### src/rtl/pong_game_ctrl.sv
`default_nettype none
// ============================================================================
// Module   : pong_game_ctrl
// Purpose  : Game-level sequencer around the pong physics block. Runs the
//            IDLE -> SERVE -> PLAY -> POINT -> OVER flow, owns the physics
//            reset/enable and serve direction, detects goals once per frame
//            from ball_pos_x and keeps both players' scores.
// Ports    : clk_25MHz   - system clock
//            reset       - synchronous active-high reset
//            vert_blank  - vertical blank level (rising edge = frame tick)
//            start       - start button level (rising edge used)
//            pause       - freezes play while high
//            ball_pos_x  - ball x position from physics
//            phys_reset  - physics reset (ball/paddles held at home)
//            phys_enable - physics update gate
//            serve_dir   - 0 = serve toward player0, 1 = toward player1
//            score0/1    - player scores
//            game_over   - high while in OVER
//            winner      - 0 = player0 won, 1 = player1 won
//            state       - IDLE=0 SERVE=1 PLAY=2 POINT=3 OVER=4
// Revision : 1.0 - initial release
// ============================================================================
module pong_game_ctrl #(
  parameter int unsigned SCREEN_W     = 640,
  parameter int unsigned BALL_SIZE    = 8,
  parameter int unsigned GOAL_MARGIN  = 2,
  parameter int unsigned WIN_SCORE    = 7,
  parameter int unsigned SERVE_FRAMES = 60,
  parameter int unsigned OVER_FRAMES  = 180
) (
  input  logic       clk_25MHz,
  input  logic       reset,
  input  logic       vert_blank,
  input  logic       start,
  input  logic       pause,
  input  logic [9:0] ball_pos_x,
  output logic       phys_reset,
  output logic       phys_enable,
  output logic       serve_dir,
  output logic [3:0] score0,
  output logic [3:0] score1,
  output logic       game_over,
  output logic       winner,
  output logic [2:0] state
);

  typedef enum logic [2:0] {
    S_IDLE  = 3'd0,
    S_SERVE = 3'd1,
    S_PLAY  = 3'd2,
    S_POINT = 3'd3,
    S_OVER  = 3'd4
  } state_e;

  localparam logic [9:0] GOAL_LEFT  = 10'(GOAL_MARGIN);
  localparam logic [9:0] GOAL_RIGHT = 10'(SCREEN_W - BALL_SIZE - GOAL_MARGIN);
  localparam logic [3:0] WIN_VAL    = 4'(WIN_SCORE);
  localparam logic [7:0] SERVE_LAST = 8'(SERVE_FRAMES - 1);
  localparam logic [7:0] OVER_LAST  = 8'(OVER_FRAMES - 1);

  state_e     state_q,      state_d;
  logic [7:0] frame_cnt_q,  frame_cnt_d;
  logic [3:0] score0_q,     score0_d;
  logic [3:0] score1_q,     score1_d;
  logic       serve_dir_q,  serve_dir_d;
  logic       game_over_q,  game_over_d;
  logic       winner_q,     winner_d;
  logic       phys_reset_q, phys_reset_d;
  logic       vb_q;
  logic       st_q;

  logic       frame_tick;
  logic       start_edge;
  logic [3:0] scorer_score;

  assign frame_tick = vert_blank & ~vb_q;
  assign start_edge = start & ~st_q;

  // In POINT the serve direction already encodes who scored: a serve toward
  // player1 (1) means player0 took the point.
  assign scorer_score = serve_dir_q ? score0_q : score1_q;

  always_comb begin
    state_d     = state_q;
    frame_cnt_d = frame_cnt_q;
    score0_d    = score0_q;
    score1_d    = score1_q;
    serve_dir_d = serve_dir_q;
    game_over_d = game_over_q;
    winner_d    = winner_q;

    case (state_q)
      S_IDLE: begin
        if (start_edge) begin
          score0_d    = 4'd0;
          score1_d    = 4'd0;
          serve_dir_d = 1'b0;
          game_over_d = 1'b0;
          frame_cnt_d = 8'd0;
          state_d     = S_SERVE;
        end
      end

      S_SERVE: begin
        if (frame_tick) begin
          if (frame_cnt_q == SERVE_LAST) begin
            frame_cnt_d = 8'd0;
            state_d     = S_PLAY;
          end else begin
            frame_cnt_d = frame_cnt_q + 8'd1;
          end
        end
      end

      S_PLAY: begin
        if (frame_tick && !pause) begin
          // Left goal checked first so a misconfigured overlap resolves
          // deterministically in player1's favour.
          if (ball_pos_x <= GOAL_LEFT) begin
            score1_d    = (score1_q == WIN_VAL) ? score1_q : score1_q + 4'd1;
            serve_dir_d = 1'b0;
            state_d     = S_POINT;
          end else if (ball_pos_x >= GOAL_RIGHT) begin
            score0_d    = (score0_q == WIN_VAL) ? score0_q : score0_q + 4'd1;
            serve_dir_d = 1'b1;
            state_d     = S_POINT;
          end
        end
      end

      S_POINT: begin
        frame_cnt_d = 8'd0;
        if (scorer_score == WIN_VAL) begin
          winner_d    = ~serve_dir_q;
          game_over_d = 1'b1;
          state_d     = S_OVER;
        end else begin
          state_d     = S_SERVE;
        end
      end

      S_OVER: begin
        if (frame_tick) begin
          if (frame_cnt_q == OVER_LAST) begin
            frame_cnt_d = 8'd0;
            game_over_d = 1'b0;
            state_d     = S_IDLE;
          end else begin
            frame_cnt_d = frame_cnt_q + 8'd1;
          end
        end
      end

      default: begin
        // Unreachable encodings recover to IDLE.
        frame_cnt_d = 8'd0;
        game_over_d = 1'b0;
        state_d     = S_IDLE;
      end
    endcase

    // Physics runs only in PLAY; registering against the entered state keeps
    // phys_reset aligned with the state output.
    phys_reset_d = (state_d != S_PLAY);
  end

  always_ff @(posedge clk_25MHz) begin
    if (reset) begin
      state_q      <= S_IDLE;
      frame_cnt_q  <= 8'd0;
      score0_q     <= 4'd0;
      score1_q     <= 4'd0;
      serve_dir_q  <= 1'b0;
      game_over_q  <= 1'b0;
      winner_q     <= 1'b0;
      phys_reset_q <= 1'b1;
      vb_q         <= 1'b0;
      st_q         <= 1'b0;
    end else begin
      state_q      <= state_d;
      frame_cnt_q  <= frame_cnt_d;
      score0_q     <= score0_d;
      score1_q     <= score1_d;
      serve_dir_q  <= serve_dir_d;
      game_over_q  <= game_over_d;
      winner_q     <= winner_d;
      phys_reset_q <= phys_reset_d;
      vb_q         <= vert_blank;
      st_q         <= start;
    end
  end

  assign phys_reset  = phys_reset_q;
  assign phys_enable = (state_q == S_PLAY) & ~pause;
  assign serve_dir   = serve_dir_q;
  assign score0      = score0_q;
  assign score1      = score1_q;
  assign game_over   = game_over_q;
  assign winner      = winner_q;
  assign state       = state_q;

endmodule
`default_nettype wire

### config.mk
export PLATFORM = sky130hd
export DESIGN_NAME = pong_game_ctrl
export DESIGN_NICKNAME = d
export VERILOG_FILES = /design/src/rtl/pong_game_ctrl.sv
export SDC_FILE = /design/constraint.sdc
export NUM_CORES = 1
export LEC_CHECK = 0
export BUFFER_PORTS_ARGS = -buffer_cell sky130_fd_sc_hd__buf_2
export CORE_ASPECT_RATIO = 1.2
export CORE_MARGIN = 5
export CORE_UTILIZATION = 40
export DETAILED_ROUTE_END_ITERATION = 10
export REMOVE_ABC_BUFFERS = 1
export SYNTH_ARGS = -nofsm -noshare
export SYNTH_HDL_FRONTEND = slang
export SYNTH_SLANG_ARGS = --single-unit
### constraint.sdc
create_clock -name clk_25MHz -period 2.4 [get_ports clk_25MHz]
set_clock_uncertainty 0.1 [all_clocks]
set_input_delay 0.12 -clock clk_25MHz [delete_from_list [all_inputs] [get_ports clk_25MHz]]
set_output_delay 0.12 -clock clk_25MHz [all_outputs]
set_load 0.05 [all_outputs]
Word-level counts from Yosys, hierarchy flattened
Cells that the tools add are included.
{"block": "classes", "shift": 0, "add_sub_neg": 3, "n_mux": 36, "order_cmp": 2, "n_bitwise": 9, "n_eq_ne": 22, "multipliers": 0, "n_reduce_logical": 11, "div_mod_pow": 0}
{"op": "$mux 8", "n": 5}
{"op": "$mux 4", "n": 9}
{"op": "$pmux 8 s4", "n": 1}
{"op": "$mux 3", "n": 9}
{"op": "$ne 2x2->1 const B", "n": 11}
{"op": "$pmux 4 s2", "n": 2}
{"op": "$pmux 3 s5", "n": 1}
{"op": "$eq 4x3->1 const B", "n": 3}
{"op": "$ge 10x10->1 const B", "n": 1}
{"op": "$le 10x2->1 const B", "n": 1}
{"op": "$reduce_and 5->1", "n": 2}
{"op": "$add 4x1->4 const B", "n": 2}
{"op": "$add 8x1->8 const B", "n": 1}
{"op": "$eq 8x6->1 const B", "n": 1}
{"op": "$eq 8x8->1 const B", "n": 1}
{"op": "$reduce_and 4->1", "n": 2}
{"op": "$mux 1", "n": 7}
{"op": "$eq 3x2->1 const B", "n": 2}
{"op": "$not 1->1", "n": 6}
{"op": "$reduce_and 6->1", "n": 1}
{"op": "$pmux 1 s4", "n": 1}
{"op": "$and 1x1->1", "n": 3}
{"op": "$eq 3x1->1 const B", "n": 1}
{"op": "$eq 3x3->1 const B", "n": 1}
{"op": "other kinds (9)", "n": 9}
{"block": "word_totals", "input_bits": 15, "n_memories": 0, "ram_bits": 0, "latch_bits": 0, "out_inout_bits": 16, "romBits": 0, "regBits": 25, "wordCells": 93}

Depth between registers and ports, before layout
Gate-level depths: netlist of run 1.
{"block": "logic_depth", "depth_word": 6, "mapped_depth": 5, "ltp_nobuf": 5}

Least setup slack after synthesis of run 1
No wires, ideal clock.
{"block": "synth_path", "kind": "register to register", "start": "reg state_q[1], in the netlist state[1]", "end": "reg score1_q[3], in the netlist score1[3]", "slack_ns": 0.007, "setup_time_ns": 0.072, "n_path_buf": 1, "arrival_time_ns": 2.221, "period_less_slack_ns": 2.393, "required_ns": 2.228, "stages_incl_launch_ff": 6, "cell_sequence": "dfxtp_1 > or3b_1 > buf_2 > o32a_1 > or4_1 > a21oi_1"}
{"block": "synth_via", "elab_chain_cells": 3, "word_cells_on_any_way": 9, "classes_between": "5 x eq/ne; 1 x mux; 3 x reduce/logical"}
{"item": "start, declared", "line": "61", "source": "state_e state_q, state_d;"}
{"item": "start signal, assigned", "line": "180", "source": "state_q <= state_d;"}
{"item": "$eq 3x2->1 or $logic_not 3->1 (tied branches)", "line": "92", "source": "case (state_q)"}
{"item": "$ne 2x2->1 (no line) or $reduce_bool 2->1 (tied branches)"}
{"item": "$reduce_and 5->1 (no line)"}
{"item": "end signal, assigned", "line": "183", "source": "score1_q <= score1_d;"}
{"item": "end, declared", "line": "64", "source": "logic [3:0] score1_q, score1_d;"}
Several ways; a longest one is shown, not always the timed one.
A chain may end at the register's enable or synchronous reset.

Worst setup path after layout of run 1
{"block": "layout_path", "start": "in start", "end": "reg score1_q[3], in the netlist score1[3]"}
{"block": "layout_via", "elab_chain_cells": 3}
{"item": "start, declared", "line": "34", "source": "input logic start,"}
{"item": "$and 1x1->1", "line": "77", "source": "assign start_edge = start & ~st_q;"}
{"item": "$ne 2x2->1 (no line)"}
{"item": "$reduce_and 5->1 (no line)"}
Every way passes these cells.

==> results.ini, run 1 <==
[floorplanning]
ios=31
fp.dieW_um=66.2
initial_core_util_pct=41.7
row_count=24
die_area_um2=5120
core_area_um2=3630
chipHeight_um=77.4

[timing]
grt_setup_unrepaired=false
slew_violations=0
relSlewSlack_pct=67.7
period_minus_slack_ns=2.17
setup_tns_ns=0
clock.fmax_mhz=462
period_share_pct=90.3
setup_viol=0
worstMarginPinSlew_ns=0.484
hold_violations=0

[synthesis]
synth_seq_cells=25
netlist_area_um2=1510
synth-simple-area-share_pct=31.8
async_reset_ff_share_pct=0
yosysTopAreaCell=dfxtp_1
synth_mux_area_share_pct=0.744
syn_inst=183
synth_area_leaders=dfxtp_1 33%, nand3_1 6.0%, o211ai_1 3.5%, a21oi_1 3.3%, o21ai_0 3.3%
ys.flop_type=dfxtp_1
synth_top_area_share_pct=33.1
synth_compound_area_share_pct=28.2
synth_top_family_by_area=simple AND/OR/NAND/NOR gates
synth_cell_types=51
seq_area_frac_synth_pct=33.1
synthAdderAreaFrac_pct=2.48
avgSynthCellArea_um2=8.27
synth_xor_area_share_pct=0.579
synth_edf_count=0
ys_warn_count=0

[clock_tree]
root_buffer=clkbuf_8
hold_buffers=2
clockBufferDepth=2
insertion_delay_ns=0.27
numCtsBuffers=3
clk_pin_slew_ns=0.10
htreeDepth=1
cts_sinks=25
cts_setup_buffers=0
tritoncts=yes
postCtsResizedCells=0

[layout]
diodes=0
syn_to_final_growth_pct=22.9
final_cells=277
layout-drive-gt1-share_pct=24.4
final_common_cell=buf_2
final_cell_mix=30 x buf_2, 25 x dfxtp_1, 18 x nand3_1
fill_cells=373
layout.nets=244

[grt]
grt_pass1_wl_mm=7.20
grt_antenna_before_repair=0
grt_usage_pct=17.3
gr-total-overflow=0
grt_max_degree=15
grt_pass1_vias=1588

[drt]
drt-initial-drc-count=114
viasPerCell=5.90
detail-route-antenna-nets=0
vias=1634
wirelength_mm=4.33
dr.pass1.iters=4
wire_per_inst_um=15.6
route.detailed.drc=0

[placed_design]
detailed_place_hpwl_mm=3.42
routabilityCongestion=0.810
dp_cells=271
portBuffers=30

[power]
leakage_nw=0.704
finalPower_uw=794
ir_worst_vdd_v=0.000224
p_per_area_nw_per_um2=427

[outcome]
outcome=completed

[worst_hold_path]
whs_path_depth=2
hold_class=in2reg

[worst_setup_path]
cp.arrival_ns=2.28
critPathKind=in2reg
worstSetupEndpointType=flip-flop
cp.required_ns=2.51
cp_max_fo=9
start_kind=input pin
reg2reg_depth=4

[flow_run]
drv_cap=0

-- worst max-delay path: stages --
cell and delay [ns]:
dlygate4sd3_1 0.52, buf_2 0.13, or4b_1 0.52, o32a_1 0.32, or4_1 0.53, a21oi_1 0.14
-- state kept, by name, summed over array words and instances, names as in the netlist, 3 cells and up --
register     flops
score0           4
frame_cnt_q      8
state            3
score1           4
-- cell type report --
cell class / count / area, µm² / share of cell area, %
Multi-Input combinational cell: 146 / 966 / 51.9
Sequential cell: 25 / 500 / 26.9
Timing Repair Buffer: 44 / 260 / 14.0
Tap cell: 52 / 65.1 / 3.50
Clock buffer: 3 / 41.3 / 2.22
Inverter: 6 / 22.5 / 1.21
Clock inverter: 1 / 5.00 / 0.269
-- power breakdown --
part           internal (mW)  switching [mW]
Combinational         0.0444          0.0720
Clock                  0.116           0.137
Sequential             0.419         0.00484
Total                  0.580           0.214
-- metrics by stage --
step / worst slack, ns / cell area (µm²) / hold WS, ns / utilization (%)
floorplan: -0.133 / 1490 / 0.0891 / -
global placement: 0.359 / 1790 / 0.262 / 49.4
detailed placement: 0.308 / 1790 / 0.266 / 49.4
CTS: 0.236 / 1860 / 0.0764 / 51.2
global route: 0.193 / 1860 / 0.0721 / 51.2
finish: 0.233 / 1860 / 0.0826 / 51.2
-- cell usage after synthesis, drive strengths merged, types with 5 or more instances --
master	n
o211ai	7
nor3	8
nand3	18
nand2	7
dfxtp	25
nand4	5
o21ai	12
inv	6
nor2	9
a21oi	11
o2111ai	5
-- routing by layer --
layer,share of wire [%],up-vias,wire (µm),track usage [%]
met3,4.3,4,188,2.17
met2,54,39,2340,33.1
met5,0,-,0,0
met4,1.2,0,50,4.88
met1,40,785,1750,19.4
li1,-,806,-,-
-- cells by family after synthesis --
logic type | after synthesis
compound gates | 59
xor+xnor | 1
fa+ha+maj | 3
buf+inv | 12
flops | 25
mux | 1
simple gates | 82
-- worst paths after layout --
check,endpoint,startpoint,slack [ns]
max,score1[3]$_SDFFE_PP0P_,start,0.23
min,winner$_SDFFE_PP0P_,reset,0.08
min reg2reg,winner$_SDFFE_PP0P_,winner$_SDFFE_PP0P_,0.37
max reg2reg,score1[3]$_SDFFE_PP0P_,state[2]$_SDFF_PP0_,0.27
No activity file was read; power rests on OpenSTA's default activity.
==> inputs of run 2 (changes only) <==
--- a/config.mk
+++ b/config.mk
@@ -10,6 +10,7 @@
 export CORE_MARGIN = 5
 export CORE_UTILIZATION = 40
 export DETAILED_ROUTE_END_ITERATION = 10
+export PLACE_DENSITY_LB_ADDON = 0.05
 export REMOVE_ABC_BUFFERS = 1
 export SYNTH_ARGS = -nofsm -noshare
 export SYNTH_HDL_FRONTEND = slang
==> run 2 against run 1 <==
Effect of this change: combinational power about the same; count of clock-buffer cells in the layout stayed put; critical path depth stayed put; non-clock buffer count is the same; global-route usage decreased by 0.62 points; sequential share of layout area about the same; die area unchanged; final cell count is the same; worst hold slack got worse by 0.012 ns; highest routed layer unchanged.
==> results.ini, run 2 (synthesis results as in run 1) <==
[drt]
route.detailed.drc=0  ; unchanged
detail-route-antenna-nets=0  ; unchanged
drt-initial-drc-count=110  ; was 114
vias=1619  ; was 1,634
wirelength_mm=4.20  ; was 4.33 mm
viasPerCell=5.84  ; was 5.90
dr.pass1.iters=5  ; was 4
wire_per_inst_um=15.2  ; was 15.6 µm

[layout]
postLayoutCoreUtil_pct=51.3  ; was 51.2%
layout-drive-gt1-share_pct=24.4  ; unchanged
largest-register=frame_cnt_q  ; unchanged
diodes=0  ; unchanged
final_cell_mix=30 x buf_2, 25 x dfxtp_1, 18 x nand3_1  ; unchanged
final_common_cell=buf_2  ; unchanged
layout.nets=244  ; unchanged
syn_to_final_growth_pct=23.1  ; was 22.9%
largest_register_ffs=8  ; unchanged

[timing]
grt_setup_unrepaired=false  ; unchanged
period_share_pct=92.7  ; was 90.3%
hold_violations=0  ; unchanged
hold_ws_ns=0.0705  ; was 0.0826 ns
period_minus_slack_ns=2.22  ; was 2.17 ns
clock.fmax_mhz=450  ; was 462 MHz
setup_viol=0  ; unchanged
relSlewSlack_pct=67.1  ; was 67.7%
worstMarginPinSlew_ns=0.493  ; was 0.484 ns
slew_violations=0  ; unchanged

[worst_setup_path]
critPathKind=in2reg  ; unchanged
r2r_start=state[2]$_SDFF_PP0_  ; unchanged
reg2reg_depth=4  ; unchanged
r2r-end=score1[3]$_SDFFE_PP0P_  ; unchanged
cp.arrival_ns=2.33  ; was 2.28 ns
cp_max_fo=9  ; unchanged
worstSetupEndpointType=flip-flop  ; unchanged
cp.required_ns=2.51  ; about the same
r2r_slack_ns=0.24  ; was 0.27 ns
start_kind=input pin  ; unchanged

[grt]
gr-total-overflow=0  ; unchanged
grt_antenna_before_repair=0  ; unchanged
grt_usage_pct=16.7  ; was 17.3%
grt_pass1_vias=1534  ; was 1,588
grt_max_degree=16  ; was 15
grt_pass1_wl_mm=6.89  ; was 7.20 mm

[floorplanning]
initial_core_util_pct=41.7  ; unchanged
die_area_um2=5120  ; unchanged
chipHeight_um=77.4  ; unchanged
fp.dieW_um=66.2  ; unchanged
ios=31  ; unchanged
row_count=24  ; unchanged
core_area_um2=3630  ; unchanged

[outcome]
outcome=completed  ; unchanged

[clock_tree]
cts_sinks=25  ; unchanged
tritoncts=yes  ; unchanged
numCtsBuffers=3  ; unchanged
clk_pin_slew_ns=0.10  ; about the same
clockBufferDepth=2  ; unchanged
insertion_delay_ns=0.27  ; about the same
htreeDepth=1  ; unchanged
root_buffer=clkbuf_8  ; unchanged

[worst_hold_path]
hp-start=reset  ; unchanged
hold_class=in2reg  ; unchanged
whs_path_depth=2  ; unchanged
worstHoldEndpoint=winner$_SDFFE_PP0P_  ; unchanged

[flow_run]
drv_cap=0  ; unchanged

[placed_design]
portBuffers=30  ; unchanged
routabilityCongestion=0.794  ; was 0.810
detailed_place_hpwl_mm=3.27  ; was 3.42 mm

[power]
finalPower_uw=799  ; was 794 µW
leakage_nw=0.700  ; was 0.704 nW
p_per_area_nw_per_um2=429  ; was 427 nW/µm²
ir_worst_vdd_v=0.000182  ; was 0.000224 V

run 2: changes by cell type in the layout (fill, tap and decap cells not counted):
cell,delta
clkinv_2,-1
clkinvlp_4,+1
run 2: per-stage QoR:
| step | worst slack [ns] | TNS (ns) | std cells | area [µm²] |
|---|---|---|---|---|
| after floorplan | -0.133 | -0.233 | 177 | 1490 |
| after global placement | 0.370 | 0 | 271 | 1790 |
| after detailed placement | 0.273 | 0 | 271 | 1790 |
| after CTS | 0.190 | 0 | 277 | 1860 |
| after global routing | 0.120 | 0 | 277 | 1860 |
| final | 0.175 | 0 | 277 | 1860 |
run 2: worst max path at each step:
stage / depth (start not counted) / slack (ns) / from / to
floorplan: 4 / -0.13 / state[1]$_SDFF_PP0_ / score1[3]$_SDFFE_PP0P_
global placement: 5 / 0.37 / ball_pos_x[4] / score1[3]$_SDFFE_PP0P_
detailed placement: 5 / 0.27 / ball_pos_x[4] / score1[3]$_SDFFE_PP0P_
CTS: 6 / 0.19 / start / score1[3]$_SDFFE_PP0P_
global route: 6 / 0.12 / start / score1[3]$_SDFFE_PP0P_
finish: 6 / 0.18 / start / score1[3]$_SDFFE_PP0P_
run 2: layer usage:
metal	routed length, µm	track usage (%)	up-vias
li1	-	-	808
met1	1730	19.4	777
met2	2280	30.5	30
met3	132	1.73	4
met4	54	6.50	0
met5	0	0	-
run 2: worst max-delay path, stage by stage:
cell and delay, ns:
dlygate4sd3_1 0.52, buf_2 0.12, or4b_1 0.51, o32a_1 0.32, or4_1 0.55, a21oi_1 0.18
run 2: power by group:
group	leakage (nW)	total, mW	switching, mW	internal [mW]
clock	0.0217	0.259	0.141	0.118
sequential	0.202	0.423	0.00406	0.419
combinational	0.476	0.116	0.0719	0.0444
run 2: final cells by class:
class,instances,area [µm²]
clock buffers,3,41.3
clock inverters,1,7.51
fillers,375,1770
inverters,6,22.5
multi-input cells,146,966
flip-flops and latches,25,500
well taps,52,65.1
repair buffers,44,260
run 2: repair_timing:
action / 4_1_cts / 5_1_grt
buffers inserted: 0 / 0
endpoints found under the hold margin: 2 / 0
resized for setup: 0 / 0
hold buffers: 2 / 0
